[src/rtl/kugelblitz_rewrite_ctrl.sv]
// rtl/kugelblitz_rewrite_ctrl.sv - frame-aligned first-beat byte-rewrite controller
// Optional feature macro: KUGELBLITZ_REWRITE_STATS_EN (adds stat_rewrite_frames counter)
module kugelblitz_rewrite_ctrl #(
   parameter int DATA_WIDTH  = 512,
   parameter int KEEP_WIDTH  = DATA_WIDTH / 8,
   parameter int USER_WIDTH  = 1,
   parameter int ENTRY_COUNT = 4,
   parameter int IDX_WIDTH   = (ENTRY_COUNT > 1) ? $clog2(ENTRY_COUNT) : 1
) (
   input  logic                  clk,
   input  logic                  rst,
   input  logic                  cfg_wr_en,
   input  logic [IDX_WIDTH-1:0]  cfg_wr_index,
   input  logic [5:0]            cfg_wr_offset,
   input  logic [7:0]            cfg_wr_data,
   input  logic                  cfg_wr_valid,
   input  logic                  cfg_commit,
   output logic                  cfg_commit_pending,
   input  logic [DATA_WIDTH-1:0] s_axis_tdata,
   input  logic [KEEP_WIDTH-1:0] s_axis_tkeep,
   input  logic                  s_axis_tvalid,
   output logic                  s_axis_tready,
   input  logic                  s_axis_tlast,
   input  logic [USER_WIDTH-1:0] s_axis_tuser,
   output logic [DATA_WIDTH-1:0] m_axis_tdata,
   output logic [KEEP_WIDTH-1:0] m_axis_tkeep,
   output logic                  m_axis_tvalid,
   input  logic                  m_axis_tready,
   output logic                  m_axis_tlast,
`ifdef KUGELBLITZ_REWRITE_STATS_EN
   output logic [31:0]           stat_rewrite_frames,
`endif
   output logic [USER_WIDTH-1:0] m_axis_tuser
);

   generate
      if (DATA_WIDTH != 512) begin : g_bad_data_width
         $error("kugelblitz_rewrite_ctrl: DATA_WIDTH must be 512");
      end
      if (KEEP_WIDTH * 8 != DATA_WIDTH) begin : g_bad_keep_width
         $error("kugelblitz_rewrite_ctrl: KEEP_WIDTH*8 must equal DATA_WIDTH");
      end
      if (ENTRY_COUNT < 1 || ENTRY_COUNT > 16) begin : g_bad_entry_count
         $error("kugelblitz_rewrite_ctrl: ENTRY_COUNT must be 1..16");
      end
   endgenerate

   typedef enum logic [0:0] {
      ST_IDLE = 1'b0,
      ST_BODY = 1'b1
   } state_t;

   state_t state_q, state_d;

   logic                        pending_q, pending_d;
   logic                        commit_fire;
   logic                        s_accept;

   logic [ENTRY_COUNT-1:0]      sh_valid_q, sh_valid_d;
   logic [ENTRY_COUNT-1:0][5:0] sh_offset_q, sh_offset_d;
   logic [ENTRY_COUNT-1:0][7:0] sh_data_q, sh_data_d;

   logic [ENTRY_COUNT-1:0]      act_valid_q;
   logic [ENTRY_COUNT-1:0][5:0] act_offset_q;
   logic [ENTRY_COUNT-1:0][7:0] act_data_q;

   logic [DATA_WIDTH-1:0]       rw_data;
   logic                        rw_hit;

   assign s_axis_tready      = !m_axis_tvalid || m_axis_tready;
   assign s_accept           = s_axis_tvalid && s_axis_tready;
   assign cfg_commit_pending = pending_q;

   // Shadow table with this cycle's write folded in, so a coincident commit sees it
   always_comb begin
      sh_valid_d  = sh_valid_q;
      sh_offset_d = sh_offset_q;
      sh_data_d   = sh_data_q;
      if (cfg_wr_en && (int'(cfg_wr_index) < ENTRY_COUNT)) begin
         sh_valid_d[cfg_wr_index]  = cfg_wr_valid;
         sh_offset_d[cfg_wr_index] = cfg_wr_offset;
         sh_data_d[cfg_wr_index]   = cfg_wr_data;
      end
   end

   // Frame-position next state and commit-point detection
   always_comb begin
      state_d     = state_q;
      commit_fire = 1'b0;
      pending_d   = pending_q;
      if (s_accept) begin
         state_d = s_axis_tlast ? ST_IDLE : ST_BODY;
      end
      if (pending_q && (((state_q == ST_IDLE) && !s_accept) || (s_accept && s_axis_tlast))) begin
         commit_fire = 1'b1;
      end
      if (cfg_commit) begin
         pending_d = 1'b1;
      end else if (commit_fire) begin
         pending_d = 1'b0;
      end
   end

   // Zero masked lanes, then overlay active rules on the first beat (ascending index so the highest wins)
   always_comb begin
      rw_data = '0;
      rw_hit  = 1'b0;
      for (int b = 0; b < KEEP_WIDTH; b++) begin
         if (s_axis_tkeep[b]) begin
            rw_data[b*8 +: 8] = s_axis_tdata[b*8 +: 8];
         end
      end
      if (state_q == ST_IDLE) begin
         for (int e = 0; e < ENTRY_COUNT; e++) begin
            if (act_valid_q[e] && s_axis_tkeep[act_offset_q[e]]) begin
               rw_data[int'(act_offset_q[e])*8 +: 8] = act_data_q[e];
               rw_hit = 1'b1;
            end
         end
      end
   end

   // FSM, commit flag and rule tables
   always_ff @(posedge clk) begin
      if (rst) begin
         state_q      <= ST_IDLE;
         pending_q    <= 1'b0;
         sh_valid_q   <= '0;
         sh_offset_q  <= '0;
         sh_data_q    <= '0;
         act_valid_q  <= '0;
         act_offset_q <= '0;
         act_data_q   <= '0;
      end else begin
         state_q     <= state_d;
         pending_q   <= pending_d;
         sh_valid_q  <= sh_valid_d;
         sh_offset_q <= sh_offset_d;
         sh_data_q   <= sh_data_d;
         if (commit_fire) begin
            act_valid_q  <= sh_valid_d;
            act_offset_q <= sh_offset_d;
            act_data_q   <= sh_data_d;
         end
      end
   end

   // Single output register stage; loads only when the downstream slot is free
   always_ff @(posedge clk) begin
      if (rst) begin
         m_axis_tvalid <= 1'b0;
         m_axis_tdata  <= '0;
         m_axis_tkeep  <= '0;
         m_axis_tlast  <= 1'b0;
         m_axis_tuser  <= '0;
      end else if (s_axis_tready) begin
         m_axis_tvalid <= s_axis_tvalid;
         if (s_axis_tvalid) begin
            m_axis_tdata <= rw_data;
            m_axis_tkeep <= s_axis_tkeep;
            m_axis_tlast <= s_axis_tlast;
            m_axis_tuser <= s_axis_tuser;
         end
      end
   end

`ifdef KUGELBLITZ_REWRITE_STATS_EN
   // Count first beats that had at least one byte replaced; wraps naturally
   always_ff @(posedge clk) begin
      if (rst) begin
         stat_rewrite_frames <= '0;
      end else if (s_accept && rw_hit) begin
         stat_rewrite_frames <= stat_rewrite_frames + 32'd1;
      end
   end
`else
   logic unused_rw_hit;
   assign unused_rw_hit = rw_hit;
`endif

endmodule
[config.mk]
export PLATFORM = sky130hd
export DESIGN_NAME = kugelblitz_rewrite_ctrl
export DESIGN_NICKNAME = d
export VERILOG_FILES = /design/src/rtl/kugelblitz_rewrite_ctrl.sv
export SDC_FILE = /design/constraint.sdc
export NUM_CORES = 2
export LEC_CHECK = 0
export BUFFER_PORTS_ARGS = -buffer_cell sky130_fd_sc_hd__buf_2
export CAP_MARGIN = 0
export CORE_MARGIN = 2
export CORE_UTILIZATION = 30
export DETAILED_ROUTE_END_ITERATION = 16
export GPL_TIMING_DRIVEN = 1
export SLEW_MARGIN = 15
export SYNTH_ARGS = -nofsm -noshare
export SYNTH_HDL_FRONTEND = slang
export SYNTH_SLANG_ARGS = --single-unit
[constraint.sdc]
create_clock -name clk -period 4.44 [get_ports clk]
set_clock_uncertainty 0.15 [all_clocks]
set_input_delay 0.888 -clock clk [delete_from_list [all_inputs] [get_ports clk]]
set_output_delay 0.888 -clock clk [all_outputs]
set_load 0.1 [all_outputs]
==> impl_metrics.csv <==
group,metric,value,unit
worst_setup_path,cpPeakStageDelay,910,ps
clock_network,cts_sinks,701,
die,die_y,456,microns
hold_path,min_from,"s_axis_tuser",
worst_setup_path,crit_type,"register to register",
cells_and_area,areaGrowthSynthToFinish,36.7,%
clock_network,root_buffer,"clkbuf_16",
sta,drv_slew,0,
logic_synthesis,ys_seq_area_frac,0.229,
global_route,grt-ovfl-total,0,
cells_and_area,final_cells,13600,
logic_synthesis,ys_async_sr_fraction,0,
sta,max_freq,218,MHz
worst_setup_path,required,5020,ps
worst_setup_path,crit_slowest_cell,"nor2_1",
detailed_routing,drtIter0Drc,15100,
logic_synthesis,synthMuxAreaShare,0.104,
die,coreArea,0.203,sq mm
cells_and_area,nFillCells,21600,
sta,fin_crit,4580,ps
place,io_buffers,1181,
sta,rsz0062_at_grt,"no",
worst_setup_path,regToRegEndpoint,"m_axis_tdata[37]",
worst_setup_path,ff2ff_path_depth,13,
detailed_routing,drc,0,
cells_and_area,layout.nets,11400,
run_status,violations,"negative setup slack",
power_and_ir_drop,cellLeakagePower,33.2,nW
place,dp_hpwl,467,mm
clock_network,cts_buffers,98,
die,initial_core_util,0.302,
logic_synthesis,syn_area,0.0612,sq mm
run_status,status,"complete, but fails checks",
global_route,grt_use_total,0.545,
sta,hold_viol_final,0,
worst_setup_path,worst_setup_path_start_kind,"register",
detailed_routing,vias_per_cell,6.86,
clock_network,cts_tree,"built",
hold_path,hp-class,"input pin to register",
logic_synthesis,ys_ff_latch,701,
die,die_area,0.208,sq mm
global_route,grt_pass1_vias,86600,
detailed_routing,wl,597,mm
logic_synthesis,synthAdderAreaFrac,0.00164,
detailed_routing,ant_nets,0,
logic_synthesis,synth_nets,9568,
place,dp_cells,13400,
clock_network,clock_latency,800,ps
detailed_routing,vias,93600,
worst_setup_path,r2r_slack,-140,ps
logic_synthesis,synth_top_family_by_area,"compound AO/OA/AOI/OAI gates",
sta,setup_ws,-137,ps
logic_synthesis,synth_compound_area_frac,0.310,
worst_setup_path,path_common_cell,"buf_4",
logic_synthesis,synthCells,8959,
logic_synthesis,synth_xor_area_frac,0.00356,
place,place.gp.congestion,1.15,
cells_and_area,design_area,0.0836,sq mm
global_route,antenna_found_initial,108,
worst_setup_path,cp.arrival,5160,ps
logic_synthesis,ys_types,108,
power_and_ir_drop,ir_drop,402,uV
sta,relSlewSlack,0.0659,
sta,setup_violations,7,
clock_network,cts_buffer_depth,3,
logic_synthesis,synth_warnings,0,
worst_setup_path,worstPathMaxFanout,28,
logic_synthesis,ys_dominant_reg_cell,"dfxtp_1",
logic_synthesis,syn_area_per_cell,6.83,sq um
logic_synthesis,synth_edf_count,0,
global_route,grt_start_max_net_pins,166,
detailed_routing,drt_first_pass_iters,9,
logic_synthesis,synthTopCellsByCount,"1570 x nand2_1, 1103 x nor2_1, 716 x a21oi_1, 701 x dfxtp_1, 654 x clkbuf_1",
die,row_count,165,
worst_setup_path,end_kind,"register",
logic_synthesis,synth.most_common_cell,"nand2_1",
sta,hold_ws,188,ps
logic_synthesis,yosys.area_share.simple,0.292,
hold_path,min_to,"m_axis_tuser",
detailed_routing,avgRoutedWirePerCell,43.7,microns
sta,timing.final.crit_share,1.03,
logic_synthesis,yosys-top-cells-area,"dfxtp_1 23%, nand2_1 9.6%, mux2i_1 7.1%, nor2_1 6.8%, a21oi_1 5.9%",
die,io_pins,1182,
power_and_ir_drop,powerDensity,347,mW/mm^2
place,placed_cell_area,0.0796,sq mm
clock_network,htreeDepth,3,
die,die_x,456,microns
worst_setup_path,worstPathCellList,"buf_4 > buf_12 > and2_1 > buf_4 > a22oi_1 > nand2_1 > o21ai_1 > nor3_4 > buf_4 > nor2_1 > nand3_1 > a2bb2oi_1 > a31oi_1",
worst_setup_path,r2r_start,"act_offset_q[12]",
cells_and_area,drive_gt1_frac,0.285,
global_route,grt_first_pass_wirelength,782,mm
hold_path,min_path_cells,3,
clock_network,cts.clk_slew.worst_paths,80,ps
logic_synthesis,yosysTopAreaCellShare,0.229,
logic_synthesis,synth_area_leader_cell,"dfxtp_1",
sta,worst_slew_pin_slew,1390,ps
flow_run,maxCapViolations,0,
cell families (layout without fill, tap and decap cells):
kind of cell / after synthesis / in the layout
adder cells (fa/ha/maj): 8 / 8
AO/OA/AOI/OAI: 2816 / 2816
other: 0 / 82
AND/OR/NAND/NOR: 3946 / 3946
XOR/XNOR: 24 / 24
buffers and inverters: 881 / 2808
flip-flops: 701 / 701
multiplexers: 583 / 583
placed cells by master, fill, tap and decap left out, drive strengths merged, types with 86 or more instances in the layout:
cell	Yosys	final
a31oi	252	252
a311oi	136	136
nand2	1573	1573
nor2	1105	1105
a21oi	716	716
a311o	90	90
o31ai	86	86
mux2	121	121
clkbuf	655	127
nand3	477	477
o22ai	92	92
nand4	115	115
nor3	231	231
a211oi	199	199
buf	190	2592
o211ai	258	258
mux2i	432	432
dfxtp	701	701
o21ai	446	446
nor4	101	101
cell type report:
type | count | area, sq um | area share
antenna | 82 | 205 | 0.00245
clock buffer | 127 | 2780 | 0.0333
clock inverter | 53 | 877 | 0.0105
inverter | 36 | 136 | 0.00163
multi-input combinational | 7377 | 43900 | 0.525
sequential | 701 | 14100 | 0.168
tap | 2672 | 3340 | 0.0400
timing repair buffer | 2592 | 18300 | 0.219
worst max path at each step:
stage	startpoint	end	slack (ps)	depth (start not counted)
floorplan	act_offset_q[6]	m_axis_tdata[465]	100	14
global placement	s_axis_tkeep[16]	m_axis_tdata[242]	-400	12
detailed placement	s_axis_tkeep[16]	m_axis_tdata[243]	-420	12
CTS	act_offset_q[6]	m_axis_tdata[476]	40	14
global route	act_offset_q[12]	m_axis_tdata[246]	0.2	14
finish	act_offset_q[12]	m_axis_tdata[37]	-140	13
through the flow:
| stage | total power, mW | setup TNS (ps) | worst slack, ps | utilization |
|---|---|---|---|---|
| CTS | 28.2 | 0 | 42.0 | 0.411 |
| global placement | 18.8 | -9360 | -400 | 0.393 |
| detailed placement | 18.8 | -11520 | -422 | 0.393 |
| global route | 29.0 | 0 | 0.222 | 0.412 |
| finish | 29.0 | -529 | -137 | 0.413 |
| floorplan | 13.2 | 0 | 103 | - |
layer usage:
metal  track usage  part of all wire
met1         0.616              0.35
met4         0.537              0.12
met2         0.773              0.40
met5       0.00689           0.00048
met3         0.204              0.13
worst max-delay path, delay by kind of cell, from the launching register on:
family	cells	cell delay [ps]
AOI/OAI and AO/OA	4	1170
buffers and inverters	4	800
DFF	1	330
and+or+nand+nor	5	2030
registers in the layout, summed over array words and instances, names as in the netlist:
signal              count
m_axis_tvalid           1
m_axis_tuser            1
cfg_commit_pending      1
state_q                 1
sh_data_q              32
act_data_q             32
sh_valid_q              4
act_offset_q           24
m_axis_tkeep           64
m_axis_tlast            1
sh_offset_q            24
act_valid_q             4
m_axis_tdata          512
power by group:
group | switching, mW | internal (mW)
Clock | 3.88 | 5.64
Sequential | 0.576 | 6.72
Combinational | 9.48 | 2.71
timing repair:
action,4_1_cts,5_1_grt
pin swaps,0,2
endpoints found under the setup margin,8,62
gates resized for setup,2,13
buffers inserted,0,5
endpoints found under the hold margin,0,0
cloned,0,0
hold buffers,0,0
Note: power is estimated with default switching activity, not from simulation.
